`src/rtl/receive_data_if.sv`:
```
// Consumer-side handshake of the UART receiver: held byte, ready flag and acknowledge.
interface receive_data_if;
  logic [7:0] output_data;
  logic       data_ready;
  logic       data_ack;

  modport master (output output_data, output data_ready, input data_ack);
  modport slave  (input output_data, input data_ready, output data_ack);
endinterface

```
`src/rtl/receive_data.sv`:
```
// UART receiver, 8N1 by default; define RECEIVE_DATA_PARITY_EN for 8E1 with even-parity check.
// Bytes are held for a consumer with a ready/ack handshake plus sticky framing and overrun flags.
module receive_data #(
  parameter int unsigned CLKS_PER_BIT = 10416
) (
  input  logic                  clk,
  input  logic                  rst,
  input  logic                  rx,
  receive_data_if.master        bus,
  output logic                  recv_led,
  output logic [7:0]            leds,
  output logic                  frame_error,
  output logic                  overrun,
  output logic                  busy
);

  localparam logic [15:0] BIT_LAST  = 16'(CLKS_PER_BIT - 1);
  localparam logic [15:0] HALF_LAST = 16'(CLKS_PER_BIT / 2 - 1);

  typedef enum logic [2:0] {
    S_IDLE,
    S_START,
    S_DATA,
`ifdef RECEIVE_DATA_PARITY_EN
    S_PARITY,
`endif
    S_STOP
  } state_e;

  state_e      state_q, state_d;
  logic        rx_meta_q, rx_s_q, rx_prev_q;
  logic [15:0] cnt_q, cnt_d;
  logic [2:0]  bit_q, bit_d;
  logic [7:0]  shift_q, shift_d;
  logic [7:0]  data_q, data_d;
  logic        ready_q, ready_d;
  logic        led_q, led_d;
  logic        fe_q, fe_d;
  logic        ov_q, ov_d;
  logic        frame_ok;

`ifdef RECEIVE_DATA_PARITY_EN
  logic        parity_err_q, parity_err_d;
  assign frame_ok = rx_s_q && !parity_err_q;
`else
  assign frame_ok = rx_s_q;
`endif

  // NOTE: synchronizer flops reset to the idle level so leaving reset never looks like a start edge.
  always_ff @(posedge clk or posedge rst) begin
    if (rst) begin
      rx_meta_q <= 1'b1;
      rx_s_q    <= 1'b1;
      rx_prev_q <= 1'b1;
    end else begin
      rx_meta_q <= rx;
      rx_s_q    <= rx_meta_q;
      rx_prev_q <= rx_s_q;
    end
  end

  // NOTE: every register updates with <= so all flops sample the same pre-edge values.
  always_ff @(posedge clk or posedge rst) begin
    if (rst) begin
      state_q      <= S_IDLE;
      cnt_q        <= '0;
      bit_q        <= '0;
      shift_q      <= '0;
      data_q       <= '0;
      ready_q      <= 1'b0;
      led_q        <= 1'b0;
      fe_q         <= 1'b0;
      ov_q         <= 1'b0;
`ifdef RECEIVE_DATA_PARITY_EN
      parity_err_q <= 1'b0;
`endif
    end else begin
      state_q      <= state_d;
      cnt_q        <= cnt_d;
      bit_q        <= bit_d;
      shift_q      <= shift_d;
      data_q       <= data_d;
      ready_q      <= ready_d;
      led_q        <= led_d;
      fe_q         <= fe_d;
      ov_q         <= ov_d;
`ifdef RECEIVE_DATA_PARITY_EN
      parity_err_q <= parity_err_d;
`endif
    end
  end

  // NOTE: every next-state value takes its hold default first, so no path can infer a latch.
  always_comb begin
    state_d      = state_q;
    cnt_d        = cnt_q;
    bit_d        = bit_q;
    shift_d      = shift_q;
    data_d       = data_q;
    ready_d      = ready_q;
    led_d        = led_q;
    fe_d         = fe_q;
    ov_d         = ov_q;
`ifdef RECEIVE_DATA_PARITY_EN
    parity_err_d = parity_err_q;
`endif

    if (bus.data_ack && ready_q) ready_d = 1'b0;

    case (state_q)
      S_IDLE: begin
        if (rx_prev_q && !rx_s_q) begin
          state_d = S_START;
          cnt_d   = '0;
          bit_d   = '0;
`ifdef RECEIVE_DATA_PARITY_EN
          parity_err_d = 1'b0;
`endif
        end
      end
      S_START: begin
        if (cnt_q == HALF_LAST) begin
          cnt_d   = '0;
          state_d = rx_s_q ? S_IDLE : S_DATA;
        end else begin
          cnt_d = cnt_q + 16'd1;
        end
      end
      S_DATA: begin
        if (cnt_q == BIT_LAST) begin
          cnt_d   = '0;
          shift_d = {rx_s_q, shift_q[7:1]};
          bit_d   = bit_q + 3'd1;
`ifdef RECEIVE_DATA_PARITY_EN
          if (bit_q == 3'd7) state_d = S_PARITY;
`else
          if (bit_q == 3'd7) state_d = S_STOP;
`endif
        end else begin
          cnt_d = cnt_q + 16'd1;
        end
      end
`ifdef RECEIVE_DATA_PARITY_EN
      S_PARITY: begin
        if (cnt_q == BIT_LAST) begin
          cnt_d        = '0;
          parity_err_d = rx_s_q ^ (^shift_q);
          state_d      = S_STOP;
        end else begin
          cnt_d = cnt_q + 16'd1;
        end
      end
`endif
      S_STOP: begin
        if (cnt_q == BIT_LAST) begin
          cnt_d   = '0;
          state_d = S_IDLE;
          if (frame_ok) begin
            data_d  = shift_q;
            ready_d = 1'b1;
            led_d   = ~led_q;
            // An ack landing on the completion cycle consumes the old byte, so no overrun.
            if (ready_q && !bus.data_ack) ov_d = 1'b1;
          end else begin
            fe_d = 1'b1;
          end
        end else begin
          cnt_d = cnt_q + 16'd1;
        end
      end
      default: state_d = S_IDLE;
    endcase
  end

  assign bus.output_data = data_q;
  assign bus.data_ready  = ready_q;
  assign leds            = data_q;
  assign recv_led        = led_q;
  assign frame_error     = fe_q;
  assign overrun         = ov_q;
  assign busy            = (state_q != S_IDLE);

endmodule

```
`src/flat_wrapper.sv`:
```
// flat-port wrapper written by rule: the top's interface ports become plain ports
module receive_data_flat 
#(
  parameter int unsigned CLKS_PER_BIT = 10416
)
  (clk, rst, rx, recv_led, leds, frame_error, overrun, busy, bus_output_data, bus_data_ready, bus_data_ack);
  receive_data_if bus_i ();
  input  logic clk;
  input  logic rst;
  input  logic rx;
  output logic recv_led;
  output logic [7:0] leds;
  output logic frame_error;
  output logic overrun;
  output logic busy;
  output wire logic [$bits(bus_i.output_data)-1:0] bus_output_data;
  output wire logic [$bits(bus_i.data_ready)-1:0] bus_data_ready;
  input wire logic [$bits(bus_i.data_ack)-1:0] bus_data_ack;
  assign bus_output_data = bus_i.output_data;
  assign bus_data_ready = bus_i.data_ready;
  assign bus_i.data_ack = bus_data_ack;
  receive_data #(.CLKS_PER_BIT(CLKS_PER_BIT)) u_core (.clk(clk), .rst(rst), .rx(rx), .bus(bus_i), .recv_led(recv_led), .leds(leds), .frame_error(frame_error), .overrun(overrun), .busy(busy));
endmodule
```
`config.mk`:
```
export PLATFORM = sky130hd
export DESIGN_NAME = receive_data_flat
export DESIGN_NICKNAME = d
export VERILOG_FILES = /design/src/rtl/receive_data_if.sv /design/src/rtl/receive_data.sv /design/src/flat_wrapper.sv
export SDC_FILE = /design/constraint.sdc
export NUM_CORES = 1
export LEC_CHECK = 0
export CELL_PAD_IN_SITES_DETAIL_PLACEMENT = 1
export CELL_PAD_IN_SITES_GLOBAL_PLACEMENT = 1
export CORE_MARGIN = 3
export CORE_UTILIZATION = 46
export CTS_BUF_LIST = sky130_fd_sc_hd__clkbuf_8
export DETAILED_ROUTE_END_ITERATION = 6
export PLACE_DENSITY_LB_ADDON = 0.12
export SLEW_MARGIN = 20
export SYNTH_ARGS = -nofsm -noshare
export SYNTH_HDL_FRONTEND = slang
export SYNTH_SLANG_ARGS = --single-unit
```
`constraint.sdc`:
```
create_clock -name clk -period 2.95 [get_ports clk]
set_clock_uncertainty 0.05 [all_clocks]
set_input_delay 0.295 -clock clk [delete_from_list [all_inputs] [get_ports clk]]
set_output_delay 0.295 -clock clk [all_outputs]
set_load 0.02 [all_outputs]
```
==> metrics.cfg, run 1 <==
[critical_path]
critPathTopFamily = simple AND/OR/NAND/NOR gates
worstSetupEndpointType = flip-flop
worstPathMaxFanout = 14
path_depth = 6
cp_cell_sequence = ha_1 > and3_1 > nand4_2 > or3_1 > or3b_1 > a21oi_2
regToRegSetupSlack_ns = 0.43
worstSetupEndpoint = u_core.bit_q[1]$_DFFE_PP0P_
critPathSlowestCell = or3_1
crit_path_start = u_core.cnt_q[0]$_DFFE_PP0P_
r2r-end = u_core.bit_q[1]$_DFFE_PP0P_
cpPeakStageDelay_ns = 0.60
path_class = reg2reg
arrival_ns = 2.71
critPathLaunchType = flip-flop
path_buf_inv = 0
crit_required_ns = 3.13
r2r_cells = 6
rr_startpoint = u_core.cnt_q[0]$_DFFE_PP0P_

[floorplan]
die_width_um = 73.9
die_area_sq_um = 5470
dieHeight_um = 73.9
initial_core_util = 0.481
rows = 24
core_area_sq_um = 4410
pin_count = 25

[detailed_routing]
wire_per_inst_um = 16.6
ant_nets = 0
dr.pass1.iters = 4
vias_per_cell = 5.68
wirelength_mm = 4.29
num_vias = 1472
route.detailed.drc = 0
drt_iter0_markers = 97

[global_route]
grt_pass1_vias = 1536
antenna_found_initial = 0
grt-ovfl-total = 0
grt_max_degree = 45
grt_pass1_wl_mm = 7.42
grt_usage = 0.178

[synthesis]
synth_enable_flop_cells = 0
synth-async-reset-ratio = 1.00
synth_most_common_cell = dfrtp_1
syn_nets = 197
synth_top_area_frac = 0.483
syn_area_per_cell_sq_um = 11.2
ys.flop_type = dfrtp_1
yosysWarnings = 0
yosys-top-cells-count = dfrtp_1, mux2_2, nand2_1
yosysSeqAreaShare = 0.520
post_synth_instance_area_sq_um = 2120
yosys-top-cells-area = dfrtp_1, mux2_2, dfstp_2
synth_cell_types = 41
synth_top_area_cell = dfrtp_1
ys_seq_elements = 44
synth_cells = 190

[timing]
finalHoldViolations = 0
report.final.slew_viol_count = 0
slew_headroom = 0.525
fmax_mhz = 396
finalCritPeriodShare = 0.855
rsz0062_at_grt = no
worstMarginPinSlew_ns = 0.710
setup-violations-final = 0
fin_crit_ns = 2.52
fin_setup_tns_ns = 0

[flow_run]
maxCapViolations = 0

[worst_hold_path]
worst_hold_path_type = reg2reg

[placed_design]
io_buffers = 24
placed_cells = 251
gp_congestion = 0.915
dp_hpwl_mm = 3.01

[layout]
utilization = 0.555
final_cells = 259
num_antenna_cells = 0
final_nets = 213
syn_to_final_growth_pct = 15.4
drive_gt1_frac = 0.169

[clocking]
cts_sinks = 44
h-tree-depth = 2
clk_latency_ns = 0.30
cts_setup_buffers = 0
hold_buffers = 0
clkTransAtPathRegs_ns = 0.09
cts_buffers = 5
cts_resized = 0
cts_tree = yes
clock_path_buffers = 2
cts-root-buf = clkbuf_8

[power_and_ir_drop]
peakVddDrop_uv = 360
p_per_area_nw_per_um2 = 570
p_leak_nw = 1.14

[run_status]
outcome = complete, no violations

## state kept, by name, summed over array words and instances (netlist names)
signal                  cells
u_core.bus.data_ready       1
u_core.recv_led             1
u_core.rx_meta_q            1
u_core.cnt_q               16
u_core.bit_q                3
u_core.frame_ok             1
u_core.bus.output_data      8
u_core.state_q              2
u_core.rx_prev_q            1
u_core.frame_error          1
u_core.shift_q              8
u_core.overrun              1
## worst min path at each step
stage               cells after the start                    endpoint                        from
floorplan                               0  u_core.rx_meta_q$_DFF_PP1_                          rx
global placement                        0   u_core.frame_ok$_DFF_PP1_  u_core.rx_meta_q$_DFF_PP1_
detailed placement                      0   u_core.frame_ok$_DFF_PP1_  u_core.rx_meta_q$_DFF_PP1_
CTS                                     0   u_core.frame_ok$_DFF_PP1_  u_core.rx_meta_q$_DFF_PP1_
global route                            0   u_core.frame_ok$_DFF_PP1_  u_core.rx_meta_q$_DFF_PP1_
finish                                  0   u_core.frame_ok$_DFF_PP1_  u_core.rx_meta_q$_DFF_PP1_
## cell type report
cell class,instances,area [sq um]
clock inverter,3,42.5
tap,52,65.1
inverter,8,30.0
multi-input combinational,121,885
sequential,44,1100
timing repair buffer,26,255
fill,469,1960
clock buffer,5,68.8
## cell families after synthesis
logic type               count (synthesis)  synth area share
AND/OR/NAND/NOR                         60             0.170
buffers and inverters                   25            0.0654
XOR/XNOR                                 6            0.0248
AO/OA/AOI/OAI                           35             0.113
flip-flops                              44             0.520
adder cells (fa/ha/maj)                  3            0.0177
multiplexers                            17            0.0896
## stage by stage
step / hold slack [ns] / setup slack [ns] / instance area [sq um] / power (mW)
after floorplan: 0.249 / 0.870 / 2120 / 0.902
after global placement: 0.296 / 0.617 / 2340 / 0.921
after detailed placement: 0.297 / 0.428 / 2340 / 0.945
after CTS: 0.315 / 0.427 / 2450 / 1.41
after global routing: 0.322 / 0.287 / 2450 / 1.48
final: 0.312 / 0.428 / 2450 / 1.40
## placed cells by master (no fill, tap or decap), types with 2 or more instances in the layout
master           instances
clkdlybuf4s50_1         24
a22o_1                   7
a21oi_1                  6
buf_4                    2
xnor2_1                  3
a31oi_1                  6
nand4_1                  3
o21ai_0                  7
a41oi_1                  2
and4_1                   3
clkbuf_8                 5
nand3_1                  8
dfstp_2                  3
xor2_1                   3
dfrtp_1                 41
a21o_1                   2
nand2b_1                 5
nor2b_1                  2
inv_1                    8
and3_1                   3
nor2_1                  10
nand2_1                 14
nor3b_1                  2
ha_1                     3
mux2_2                  16
## power by group
group	switching (mW)	leakage, nW	internal [mW]	total [mW]
registers	0.100	0.584	0.663	0.763
logic	0.0896	0.505	0.0794	0.169
clock network	0.215	0.0541	0.251	0.465
## layer usage
metal | vias to the layer above | global-route usage | part of all wire
met5 | - | 0 | 0
li1 | 702 | - | -
met3 | 6 | 0.0554 | 0.035
met1 | 734 | 0.241 | 0.51
met4 | 0 | 0.0604 | 0.010
met2 | 30 | 0.273 | 0.44
No activity file was read; power rests on OpenSTA's default activity.
==> run 2, diff against run 1 <==
--- a/config.mk
+++ b/config.mk
@@ -12,6 +12,7 @@
 export CTS_BUF_LIST = sky130_fd_sc_hd__clkbuf_8
 export DETAILED_ROUTE_END_ITERATION = 6
 export PLACE_DENSITY_LB_ADDON = 0.12
+export REMOVE_ABC_BUFFERS = 1
 export SLEW_MARGIN = 20
 export SYNTH_ARGS = -nofsm -noshare
 export SYNTH_HDL_FRONTEND = slang
==> metrics.cfg, run 2 (synthesis gave the netlist of run 1 again) <==
[detailed_routing]
wirelength_mm = 4.88  ; +14%
vias_per_cell = 5.82  ; +2.4%
wire_per_inst_um = 18.8  ; +14%
ant_nets = 0  ; unchanged
dr.pass1.iters = 4  ; unchanged
route.detailed.drc = 0  ; unchanged
drt_iter0_markers = 108  ; +11%
num_vias = 1508  ; +2.4%

[worst_hold_path]
hold_start = u_core.rx_meta_q$_DFF_PP1_
worst_hold_path_type = reg2reg

[critical_path]
crit_required_ns = 3.13  ; about the same
worstPathMaxFanout = 14  ; unchanged
path_class = reg2reg
critPathSlowestCell = or3_1
critPathLaunchType = flip-flop
critPathTopFamily = simple AND/OR/NAND/NOR gates
crit_path_start = u_core.cnt_q[0]$_DFFE_PP0P_
arrival_ns = 2.63  ; -0.08 ns
path_buf_inv = 0  ; unchanged
worstSetupEndpointType = flip-flop
cpPeakStageDelay_ns = 0.60  ; about the same
rr_startpoint = u_core.cnt_q[0]$_DFFE_PP0P_
cp_cell_sequence = ha_1 > and3_1 > nand4_2 > or3_1 > or3b_1 > a21oi_2

[floorplan]
initial_core_util = 0.481  ; unchanged
pin_count = 25  ; unchanged
die_width_um = 73.9  ; unchanged
rows = 24  ; unchanged
dieHeight_um = 73.9  ; unchanged
die_area_sq_um = 5470  ; unchanged
core_area_sq_um = 4410  ; unchanged

[clocking]
clk_latency_ns = 0.30  ; about the same
cts_buffers = 5  ; unchanged
cts_tree = yes
cts_sinks = 44  ; unchanged
h-tree-depth = 2  ; unchanged
cts-root-buf = clkbuf_8
hold_buffers = 0  ; unchanged
clkTransAtPathRegs_ns = 0.08  ; about the same
cts_resized = 0  ; unchanged
clock_path_buffers = 2  ; unchanged
cts_setup_buffers = 0  ; unchanged

[timing]
worstMarginPinSlew_ns = 0.776  ; +0.0658 ns
fmax_mhz = 409  ; +3.0%
report.final.slew_viol_count = 0  ; unchanged
finalHoldViolations = 0  ; unchanged
finalCritPeriodShare = 0.830  ; -0.0253
rsz0062_at_grt = no
setup-violations-final = 0  ; unchanged
setup_ws_ns = 0.502  ; +0.0746 ns
hold_slack_ns = 0.308  ; -0.00339 ns
fin_crit_ns = 2.45  ; -0.0746 ns
fin_setup_tns_ns = 0  ; unchanged
slew_headroom = 0.481  ; -0.0440

[power_and_ir_drop]
p_comb_frac = 0.124  ; +0.003
peakVddDrop_uv = 281  ; -22%
p_per_area_nw_per_um2 = 569  ; -0.26%
p_sw_frac = 0.289  ; -0.000580
power.internal_mw = 0.994  ; +0.13%
p_clk_frac = 0.329  ; -0.004
pwr-share-seq = 0.548  ; +0.002
p_leak_nw = 1.15  ; +0.37%
p_switching_mw = 0.404  ; -0.16%

[layout]
largest_reg_flops = 16  ; unchanged
num_antenna_cells = 0  ; unchanged
layout_common_cells = dfrtp_1, clkdlybuf4s50_1, mux2_2, nand2_1, nor2_1
top_register = u_core.cnt_q
syn_to_final_growth_pct = 15.8
final_nets = 213  ; unchanged
drive_gt1_frac = 0.164  ; -0.00483
final_common_cell = dfrtp_1

[global_route]
grt-ovfl-total = 0  ; unchanged
grt_pass1_vias = 1703  ; +11%
antenna_found_initial = 0  ; unchanged
grt_pass1_wl_mm = 8.27  ; +11%
grt_usage = 0.200  ; +0.0221
grt_max_degree = 27  ; -40%

[placed_design]
gp_congestion = 0.793  ; -13%
io_buffers = 24  ; unchanged
dp_hpwl_mm = 3.39  ; +12%
dp_slack_ns = 0.509  ; +0.0809 ns

[run_status]
outcome = complete, no violations

[flow_run]
maxCapViolations = 0  ; unchanged

-- run 2: power by group through the flow --
| stage | sequential [mW] | clock, mW | combinational, mW |
|---|---|---|---|
| 6_report | 0.766 | 0.459 | 0.173 |
| 5_1_grt | 0.780 | 0.500 | 0.201 |
| 3_3_place_gp | 0.766 | 0 | 0.159 |
| 4_1_cts | 0.766 | 0.478 | 0.177 |
| 2_1_floorplan | 0.747 | 0 | 0.132 |
| 3_5_place_dp | 0.776 | 0 | 0.171 |
-- run 2: routing by layer --
layer	wire length, um	vias to the layer above	share of wire	GRT usage
li1	-	705	-	-
met1	2080	766	0.43	0.245
met2	2550	28	0.52	0.342
met3	137	9	0.028	0.0392
met4	101	0	0.021	0.0905
met5	0	-	0	0
-- run 2: final timing paths --
check / cells after the start / slack, ns / end
min in group asynchronous: 2 / 0.39 / u_core.bus.output_data[7]$_DFFE_PP0P_
min reg2reg: 0 / 0.31 / u_core.frame_ok$_DFF_PP1_
max reg2reg: 6 / 0.50 / u_core.bit_q[1]$_DFFE_PP0P_
min: 0 / 0.31 / u_core.frame_ok$_DFF_PP1_
max: 6 / 0.50 / u_core.bit_q[1]$_DFFE_PP0P_
max in group asynchronous: 3 / 1.86 / u_core.cnt_q[4]$_DFFE_PP0P_
-- run 2: per-stage QoR --
step / std cells / cell area, sq um / total power [mW] / util
2_1_floorplan: 173 / 2010 / 0.879 / -
3_3_place_gp: 251 / 2350 / 0.925 / 0.532
3_5_place_dp: 251 / 2350 / 0.947 / 0.532
4_1_cts: 259 / 2460 / 1.42 / 0.557
5_1_grt: 259 / 2460 / 1.48 / 0.557
6_report: 259 / 2460 / 1.40 / 0.557
-- run 2: cell type report --
type,instances,area [sq um]
Fill cell,483,1960
Sequential cell,44,1100
Multi-Input combinational cell,121,880
Timing Repair Buffer,26,268
Clock buffer,5,68.8
Tap cell,52,65.1
Clock inverter,3,42.5
Inverter,8,30.0
-- run 2: worst reg2reg max path, delay by kind of cell (launching register included) --
kind | cells | cell delay [ns]
AND/OR/NAND/NOR | 4 | 1.60
AO/OA/AOI/OAI | 1 | 0.14
adder cells (fa/ha/maj) | 1 | 0.21
flip-flops | 1 | 0.39
==> run 3, diff against run 2 <==
==> constraint.sdc (replaced) <==
create_clock -name clk -period 2.4 [get_ports clk]
set_clock_uncertainty 0.05 [all_clocks]
set_input_delay 0.24 -clock clk [delete_from_list [all_inputs] [get_ports clk]]
set_output_delay 0.24 -clock clk [all_outputs]
set_load 0.02 [all_outputs]
==> metrics.cfg, run 3 (synthesis gave the netlist of run 1 again) <==
[timing]
report.final.slew_viol_count = 0  ; unchanged
rsz0062_at_grt = no
worstMarginPinSlew_ns = 0.571  ; -0.205 ns
fin_crit_ns = 2.19  ; -0.259 ns
fmax_mhz = 457  ; +12%
slew_headroom = 0.616  ; +0.135
finalHoldViolations = 0  ; unchanged
finalCritPeriodShare = 0.912  ; +0.0822
fin_setup_tns_ns = 0  ; unchanged
setup-violations-final = 0  ; unchanged

[power_and_ir_drop]
p_switching_mw = 0.497  ; +23%
power.internal_mw = 1.15  ; +15%
p_sw_frac = 0.303  ; +0.0138
p_leak_nw = 1.16  ; +0.76%
pwr-share-seq = 0.575  ; +0.027
p_per_area_nw_per_um2 = 665  ; +17%
peakVddDrop_uv = 300  ; +6.7%
p_clk_frac = 0.297  ; -0.032
p_comb_frac = 0.128  ; +0.004

[layout]
final_nets = 218  ; +2.3%
utilization = 0.560  ; +0.00255
largest_reg_flops = 16  ; unchanged
num_antenna_cells = 0  ; unchanged
fillers = 483  ; unchanged
final_common_cell = dfrtp_1
layout_common_cells = dfrtp_1, clkdlybuf4s50_1, mux2_2, nand2_1, nor2_1
drive_gt1_frac = 0.184  ; +0.0197
postLayoutCellArea_sq_um = 2470  ; +0.46%
syn_to_final_growth_pct = 16.3
top_register = u_core.cnt_q

[critical_path]
critPathLaunchType = flip-flop
critPathSlowestCell = dfrtp_1
path_class = reg2reg
path_buf_inv = 0  ; unchanged
arrival_ns = 2.37  ; -0.26 ns
crit_required_ns = 2.58  ; -0.55 ns
worstPathMaxFanout = 6  ; -8
critPathTopFamily = simple AND/OR/NAND/NOR gates
worstSetupEndpointType = flip-flop
cpPeakStageDelay_ns = 0.41  ; -0.19 ns
cp_cell_sequence = ha_1 > and3_1 > nand4_2 > or3_1 > or3b_1 > a21oi_2

[detailed_routing]
wirelength_mm = 4.62  ; -5.2%
vias_per_cell = 5.69  ; -2.2%
wl_met3_um = 105  ; -23%
routed.top_layer = met4
route.detailed.drc = 0  ; unchanged
ant_nets = 0  ; unchanged
wl_met2_mm = 2.43  ; -4.9%
dr.pass1.iters = 4  ; unchanged
drt_iter0_markers = 61  ; -44%
wire_per_inst_um = 17.5  ; -7.0%
num_vias = 1503  ; -0.33%
wl_met1_mm = 2.01  ; -3.6%

[floorplan]
pin_count = 25  ; unchanged
die_width_um = 73.9  ; unchanged
die_area_sq_um = 5470  ; unchanged
core_area_sq_um = 4410  ; unchanged
rows = 24  ; unchanged
initial_core_util = 0.481  ; unchanged
dieHeight_um = 73.9  ; unchanged

[placed_design]
dp_hpwl_mm = 3.34  ; -1.5%
gp_congestion = 0.832  ; +4.8%
io_buffers = 24  ; unchanged
postPlaceCellArea_sq_um = 2370  ; +1.1%

[global_route]
grt_usage = 0.193  ; -0.00743
grt_max_degree = 25  ; -7.4%
grt_pass1_wl_mm = 8.02  ; -2.9%
grt-ovfl-total = 0  ; unchanged
antenna_found_initial = 0  ; unchanged
grt_pass1_vias = 1683  ; -1.2%

[run_status]
outcome = complete, no violations

[clocking]
clkTransAtPathRegs_ns = 0.08  ; about the same
cts_tree = yes
clock_path_buffers = 2  ; unchanged
cts_setup_buffers = 0  ; unchanged
cts_resized = 0  ; unchanged
clk_latency_ns = 0.29  ; about the same
cts-root-buf = clkbuf_8
h-tree-depth = 2  ; unchanged
hold_buffers = 0  ; unchanged
cts_sinks = 44  ; unchanged
cts_buffers = 5  ; unchanged

[flow_run]
maxCapViolations = 0  ; unchanged

[worst_hold_path]
worst_hold_path_type = in2async

run 3: area by class of cell:
cell class	instances	area (sq um)	share of cell area
Clock buffer	6	82.6	0.0334
Clock inverter	2	15.0	0.00608
Timing Repair Buffer	31	293	0.119
Sequential cell	44	1100	0.447
Multi-Input combinational cell	121	880	0.356
Tap cell	52	65.1	0.0263
Inverter	8	30.0	0.0122
run 3: power by group through the flow:
stage               Clock [mW]  Combinational [mW]  Sequential [mW]
floorplan                    0               0.162            0.918
global placement             0               0.191            0.947
detailed placement           0               0.214            0.952
CTS                      0.505               0.212            0.940
global route             0.541               0.241            0.960
finish                   0.489               0.210            0.945
run 3: per-stage QoR:
step	instances	total power, mW	setup slack [ns]	hold WS, ns
global route	264	1.74	0.0710	0.270
floorplan	173	1.08	-0.0132	0.194
detailed placement	256	1.17	0.236	0.302
CTS	264	1.66	0.218	0.242
finish	264	1.64	0.211	0.242
global placement	256	1.14	0.336	0.299
run 3: path summary, 6_finish.rpt:
| path | startpoint | endpoint | slack, ns | cells past startpoint |
|---|---|---|---|---|
| max | u_core.cnt_q[0]$_DFFE_PP0P_ | u_core.bit_q[1]$_DFFE_PP0P_ | 0.21 | 6 |
| min | rst | u_core.shift_q[6]$_DFFE_PP0P_ | 0.24 | 3 |
| max reg2reg | u_core.cnt_q[0]$_DFFE_PP0P_ | u_core.bit_q[1]$_DFFE_PP0P_ | 0.21 | 6 |
| min reg2reg | u_core.rx_meta_q$_DFF_PP1_ | u_core.frame_ok$_DFF_PP1_ | 0.31 | 0 |
| max in group asynchronous | rst | u_core.rx_prev_q$_DFF_PP1_ | 1.79 | 3 |
| min in group clk | rx | u_core.rx_meta_q$_DFF_PP1_ | 0.29 | 1 |
run 3: worst reg2reg max path: stages (launching register included):
cell and delay, ns:
dfrtp_1 0.41, ha_1 0.23, and3_1 0.30, nand4_2 0.21
or3_1 0.39, or3b_1 0.40, a21oi_2 0.14
run 3: metal layers:
| metal | track usage | up-vias |
|---|---|---|
| met5 | 0 | - |
| met4 | 0.0704 | 0 |
| met2 | 0.331 | 19 |
| li1 | - | 714 |
| met3 | 0.0446 | 9 |
| met1 | 0.238 | 761 |
